`config.mk`:
```
export PLATFORM = sky130hd
export DESIGN_NAME = spi_ram_burst_wrapper
export DESIGN_NICKNAME = d
export VERILOG_FILES = /design/src/rtl/spi_ram_burst_wrapper.sv
export SDC_FILE = /design/constraint.sdc
export NUM_CORES = 2
export LEC_CHECK = 0
export ABC_AREA = 1
export CORE_MARGIN = 4
export CORE_UTILIZATION = 45
export DETAILED_ROUTE_END_ITERATION = 12
export PLACE_DENSITY = 0.57
export SLEW_MARGIN = 20
export SYNTH_ARGS = -nofsm -noshare
export SYNTH_HDL_FRONTEND = slang
export SYNTH_SLANG_ARGS = --single-unit
```
`constraint.sdc`:
```
create_clock -name clk -period 5.15 [get_ports clk]
set_input_delay 0.7725 -clock clk [delete_from_list [all_inputs] [get_ports clk]]
set_output_delay 0.7725 -clock clk [all_outputs]
set_load 0.005 [all_outputs]
```
`src/rtl/spi_ram_burst_wrapper.sv`:
```
// SPI-slave front end to a single-port register RAM: 2-bit command, then address or
// data words shifted MSB first, with optional auto-increment bursts and abort detection.
module spi_ram_burst_wrapper #(
  parameter int ADDR_W   = 8,
  parameter int DATA_W   = 8,
  parameter int AUTO_INC = 1
) (
  input  logic clk,
  input  logic rst,
  input  logic ss_n,
  input  logic mosi,
  output logic miso,
  output logic busy,
  output logic abort
);

  localparam int MEM_DEPTH = 2 ** ADDR_W;
  localparam int MAX_W     = (ADDR_W > DATA_W) ? ADDR_W : DATA_W;
  localparam int CNT_W     = $clog2(MAX_W + 1);

  typedef enum logic [2:0] {
    IDLE,
    CMD,
    SH_ADDR,
    SH_WDATA,
    RD_LOAD,
    SH_RDATA,
    DONE
  } state_t;

  state_t state, next_state;

  logic              cmd_hi;
  logic              addr_is_rd;
  logic [MAX_W-1:0]  shreg;
  logic [MAX_W-1:0]  in_word;
  logic [DATA_W-1:0] rdbuf;
  logic [CNT_W-1:0]  bit_cnt;
  logic [ADDR_W-1:0] wr_ptr;
  logic [ADDR_W-1:0] rd_ptr;
  logic [DATA_W-1:0] mem [MEM_DEPTH];

  logic abort_nxt;
  logic cap_hi;
  logic cap_cmd;
  logic shift_in;
  logic addr_last;
  logic wdata_last;
  logic rd_load;
  logic rd_shift;

  assign in_word = {shreg[MAX_W-2:0], mosi};
  assign busy    = (state != IDLE);

  always_ff @(posedge clk) begin
    if (rst) state <= IDLE;
    else     state <= next_state;
  end

  // Any ss_n=1 edge outside IDLE ends the frame; abort only if a word or command was cut short.
  always_comb begin
    next_state = state;
    abort_nxt  = 1'b0;
    cap_hi     = 1'b0;
    cap_cmd    = 1'b0;
    shift_in   = 1'b0;
    addr_last  = 1'b0;
    wdata_last = 1'b0;
    rd_load    = 1'b0;
    rd_shift   = 1'b0;
    case (state)
      IDLE: begin
        if (!ss_n) begin
          cap_hi     = 1'b1;
          next_state = CMD;
        end
      end
      CMD: begin
        if (ss_n) begin
          next_state = IDLE;
          abort_nxt  = 1'b1;
        end else begin
          cap_cmd = 1'b1;
          case ({cmd_hi, mosi})
            2'b00, 2'b10: next_state = SH_ADDR;
            2'b01:        next_state = SH_WDATA;
            default:      next_state = RD_LOAD;
          endcase
        end
      end
      SH_ADDR: begin
        if (ss_n) begin
          next_state = IDLE;
          abort_nxt  = (bit_cnt != '0);
        end else if (bit_cnt == CNT_W'(ADDR_W - 1)) begin
          addr_last  = 1'b1;
          next_state = DONE;
        end else begin
          shift_in = 1'b1;
        end
      end
      SH_WDATA: begin
        if (ss_n) begin
          next_state = IDLE;
          abort_nxt  = (bit_cnt != '0);
        end else if (bit_cnt == CNT_W'(DATA_W - 1)) begin
          wdata_last = 1'b1;
          if (AUTO_INC == 0) next_state = DONE;
        end else begin
          shift_in = 1'b1;
        end
      end
      RD_LOAD: begin
        if (ss_n) begin
          next_state = IDLE;
        end else begin
          rd_load    = 1'b1;
          next_state = SH_RDATA;
        end
      end
      SH_RDATA: begin
        if (ss_n) begin
          next_state = IDLE;
          abort_nxt  = (bit_cnt != '0);
        end else if (bit_cnt != '0) begin
          rd_shift = 1'b1;
        end else if (AUTO_INC != 0) begin
          rd_load = 1'b1;
        end else begin
          next_state = DONE;
        end
      end
      DONE: begin
        if (ss_n) next_state = IDLE;
      end
      default: next_state = IDLE;
    endcase
  end

  // In SH_RDATA the counter wraps to 0 once the last bit of a word is on miso,
  // so a zero count there marks a clean word boundary.
  always_ff @(posedge clk) begin
    if (rst) begin
      miso       <= 1'b0;
      abort      <= 1'b0;
      cmd_hi     <= 1'b0;
      addr_is_rd <= 1'b0;
      shreg      <= '0;
      rdbuf      <= '0;
      bit_cnt    <= '0;
      wr_ptr     <= '0;
      rd_ptr     <= '0;
    end else begin
      abort <= abort_nxt;
      miso  <= 1'b0;
      if (cap_hi) cmd_hi <= mosi;
      if (cap_cmd) begin
        addr_is_rd <= cmd_hi;
        bit_cnt    <= '0;
        shreg      <= '0;
      end
      if (shift_in) begin
        shreg   <= in_word;
        bit_cnt <= bit_cnt + 1'b1;
      end
      if (addr_last) begin
        if (addr_is_rd) rd_ptr <= in_word[ADDR_W-1:0];
        else            wr_ptr <= in_word[ADDR_W-1:0];
        bit_cnt <= '0;
        shreg   <= '0;
      end
      if (wdata_last) begin
        if (AUTO_INC != 0) wr_ptr <= wr_ptr + 1'b1;
        bit_cnt <= '0;
        shreg   <= '0;
      end
      if (rd_load) begin
        rdbuf   <= mem[rd_ptr];
        miso    <= mem[rd_ptr][DATA_W-1];
        bit_cnt <= CNT_W'(1);
        if (AUTO_INC != 0) rd_ptr <= rd_ptr + 1'b1;
      end
      if (rd_shift) begin
        miso    <= rdbuf[DATA_W-2];
        rdbuf   <= {rdbuf[DATA_W-2:0], 1'b0};
        bit_cnt <= (bit_cnt == CNT_W'(DATA_W - 1)) ? '0 : bit_cnt + 1'b1;
      end
      if (next_state == IDLE) begin
        bit_cnt <= '0;
        shreg   <= '0;
      end
    end
  end

  always_ff @(posedge clk) begin
    if (!rst && wdata_last) mem[wr_ptr] <= in_word[DATA_W-1:0];
  end

endmodule

```
==> metrics <==
status=complete, no violations; commonest non-fill, non-tap cells in the layout=nand2_1 (2137), nand3_1 (2049), edfxtp_1 (2048); worst-path fanout max=13; critical path endpoint category=flop; Initial Util=between 40% and 50%; Finish-stage setup viols=0; VDD IR-drop max=~370 uV; placed cell count=~9500; row cnt=159; Routed wire per std cell=24.3 um; vias per cell=around 5.7; worst slew pin tran=~1.2 ns; post-synthesis async set-or-reset flop share=0%; Top-Level Pins=7; DR vias=around 56000; commonest non-fill, non-tap cell in the layout=nand2_1; largest net degree at the start of global routing=between 150 and 200; H-tree levels=4; Mapped Cells=about 7300; Finished Layout Cells=about 9900; Final Max Slew Viols=0; clk sinks=between 2000 and 2500; buffer count from post-CTS setup fixing=0; Die W=around 440 um; warnings from Yosys=0; Lkg Pwr=33.1 nW; layout filler cell count=approximately 16000; Max Freq=278 MHz; later-pin clock latency in the skew report=approximately 0.84 ns; CTS root buffer=clkbuf_16; Layout Skew=between 0.03 and 0.04 ns; top cells by area, synth=edfxtp_1 (72%), nand3_1 (12%), nand2_1 (9.5%), nor2_1 (1.3%), dfxtp_1 (1.2%); Startpoint Class=input port; Residual DRC=0; top cell type's share of synthesized area=between 70% and 80%; Buffers on Ports=6; Worst Setup Path Type=in2reg; PostCTS Resize Cnt=0; DRT Wirelength=between 200000 and 250000 um; Worst EP arrival=between 4 and 5 ns; CTS max path bufs=3; Post-Syn Nets=roughly 7300; RSZ-0062 raised after global routing=false; max incr delay on CP=about 0.56 ns; Cell Area, Synth=roughly 85000 um^2; share of cells above drive strength 1=roughly 7%; Routability Congestion=about 0.89; worst setup path start=ss_n; Unique masters post-synth=32; register clock-pin slew on the reported worst setup and hold paths=about 0.060 ns; Tmin final=between 3 and 4 ns; critical path cell sequence=clkdlybuf4s50_1 > nor3_2 > nand2_1 > nor2_2 > inv_2 > nor2_4 > nand2_2 > buf_4 > nor2_1; area leader, netlist=edfxtp_1; Core Area=approximately 190000 um^2; Tot GR Track Use=approximately a quarter; Syn-to-layout area delta=11.8%; footprint of the multi-input gates=a little over 20000 um^2; DPL Wire Length=around 140000 um; synthesized flop and latch total=between 2000 and 2500; antenna violations before repair=5; die height=~440 um; first-pass GRT wire length=between 300000 and 400000 um; main flop type after synthesis=edfxtp_1; syn_area_per_cell=11.7 um^2; total CTS buffers=between 200 and 250; vias in the first global route=around 54000; Seq/Total Area, Yosys=between 70% and 80%; Post-synth EDFFs=between 2000 and 2500; Worst path slowest cell=nor2_1; Tcrit/Tclk final=between 60% and 70%; sequential cell area=62500 um^2; Congestion Overflow GR=0; Fin. Hold Viols=0; HP Start=mosi; CTS tree=built; Reg2Reg Launch Point=bit_cnt[0]; die area=between 150000 and 200000 um^2; slew margin rel.=between 20 and 25%; worst path required time=about 5.6 ns; 1st-iter DRT viols=around 6600; # hold bufs at CTS=0; Nets=just over 7000; max-cap violations=0; Final ANT Viol Nets=0; worst min path class=in2reg; setup TNS=0 ns; TritonRoute pass-1 iters=6; pwr/cell area=around 360 nW/um^2
## layer usage
layer	up-vias	share of wire (%)	track usage, %	wire length (um)
met3	454	8.2	4.25	19600
met1	27300	41	33.0	98700
met2	2405	47	38.4	112000
li1	25600	-	-	-
met5	-	0	0	0
met4	0	3.9	9.08	9310
## flip-flops by register name, indices dropped and copies added, names as in the netlist, named ones only
signal	flops
abort	1
addr_is_rd	1
bit_cnt	4
cmd_hi	1
mem	2048
miso	1
rd_ptr	8
rdbuf	7
shreg	7
state	3
wr_ptr	8
## cell type report
class	count	share of cell area [%]
flip-flops and latches	2097	65.7
multi-input cells	4610	21.2
clock buffers	265	6.00
well taps	2495	3.28
repair buffers	176	2.04
clock inverters	133	1.41
inverters	87	0.369
diodes	1	0.00263
## cell usage after synthesis (all sizes together), types with 5 or more instances
master  count
inv        85
o21ai      21
a21oi      30
xor2        5
a211oi      5
buf       279
nand2    2152
clkbuf    210
o22ai       5
nand3    2050
nor2      310
dfxtp      49
ha          7
edfxtp   2048
nor3        6
a31oi       6
## worst paths after layout
path / end / slack, ns / depth (start not counted)
worst max-delay path: mem[182][4] / 1.56 / 9
worst min-delay path: shreg[0] / 0.43 / 3
worst max register to register: mem[182][4] / 1.58 / 10
worst min register to register: miso / 0.48 / 2
## where the power goes
part / switching [mW] / total, mW / internal, mW
registers: 0.00487 / 18.5 / 18.5
logic: 0.135 / 0.171 / 0.0362
clock network: 6.40 / 15.5 / 9.09
total: 6.54 / 34.1 / 27.6
## through the flow
step / util (%) / setup slack [ns] / power, mW / instance area [um^2] / hold slack [ns]
final: 50.6 / 1.56 / 34.1 / 95200 / 0.427
after global routing: 50.6 / 1.38 / 35.1 / 95200 / 0.416
after CTS: 50.6 / 1.60 / 34.4 / 95200 / 0.379
after detailed placement: 46.9 / 0.703 / 19.0 / 88100 / 0.471
after global placement: 46.9 / 0.768 / 19.0 / 88100 / 0.475
after floorplan: - / 0.840 / 18.9 / 85100 / 0.444
## critical path: cells and delay by family
| family | cells | cell delay [ns] |
|---|---|---|
| buf+inv | 3 | 1.06 |
| simple gates | 6 | 2.19 |
## cells by family (layout without fill, tap and decap cells)
kind of cell,Yosys count,count (layout),synth area share (%)
buffers and inverters,576,661,2.92
adder cells (fa/ha/maj),7,7,0.103
XOR/XNOR,6,6,0.0617
other,0,1,0
flip-flops,2097,2097,73.4
AO/OA/AOI/OAI,73,73,0.481
AND/OR/NAND/NOR,4524,4524,23.0
Power figures use the tool's default switching activity.
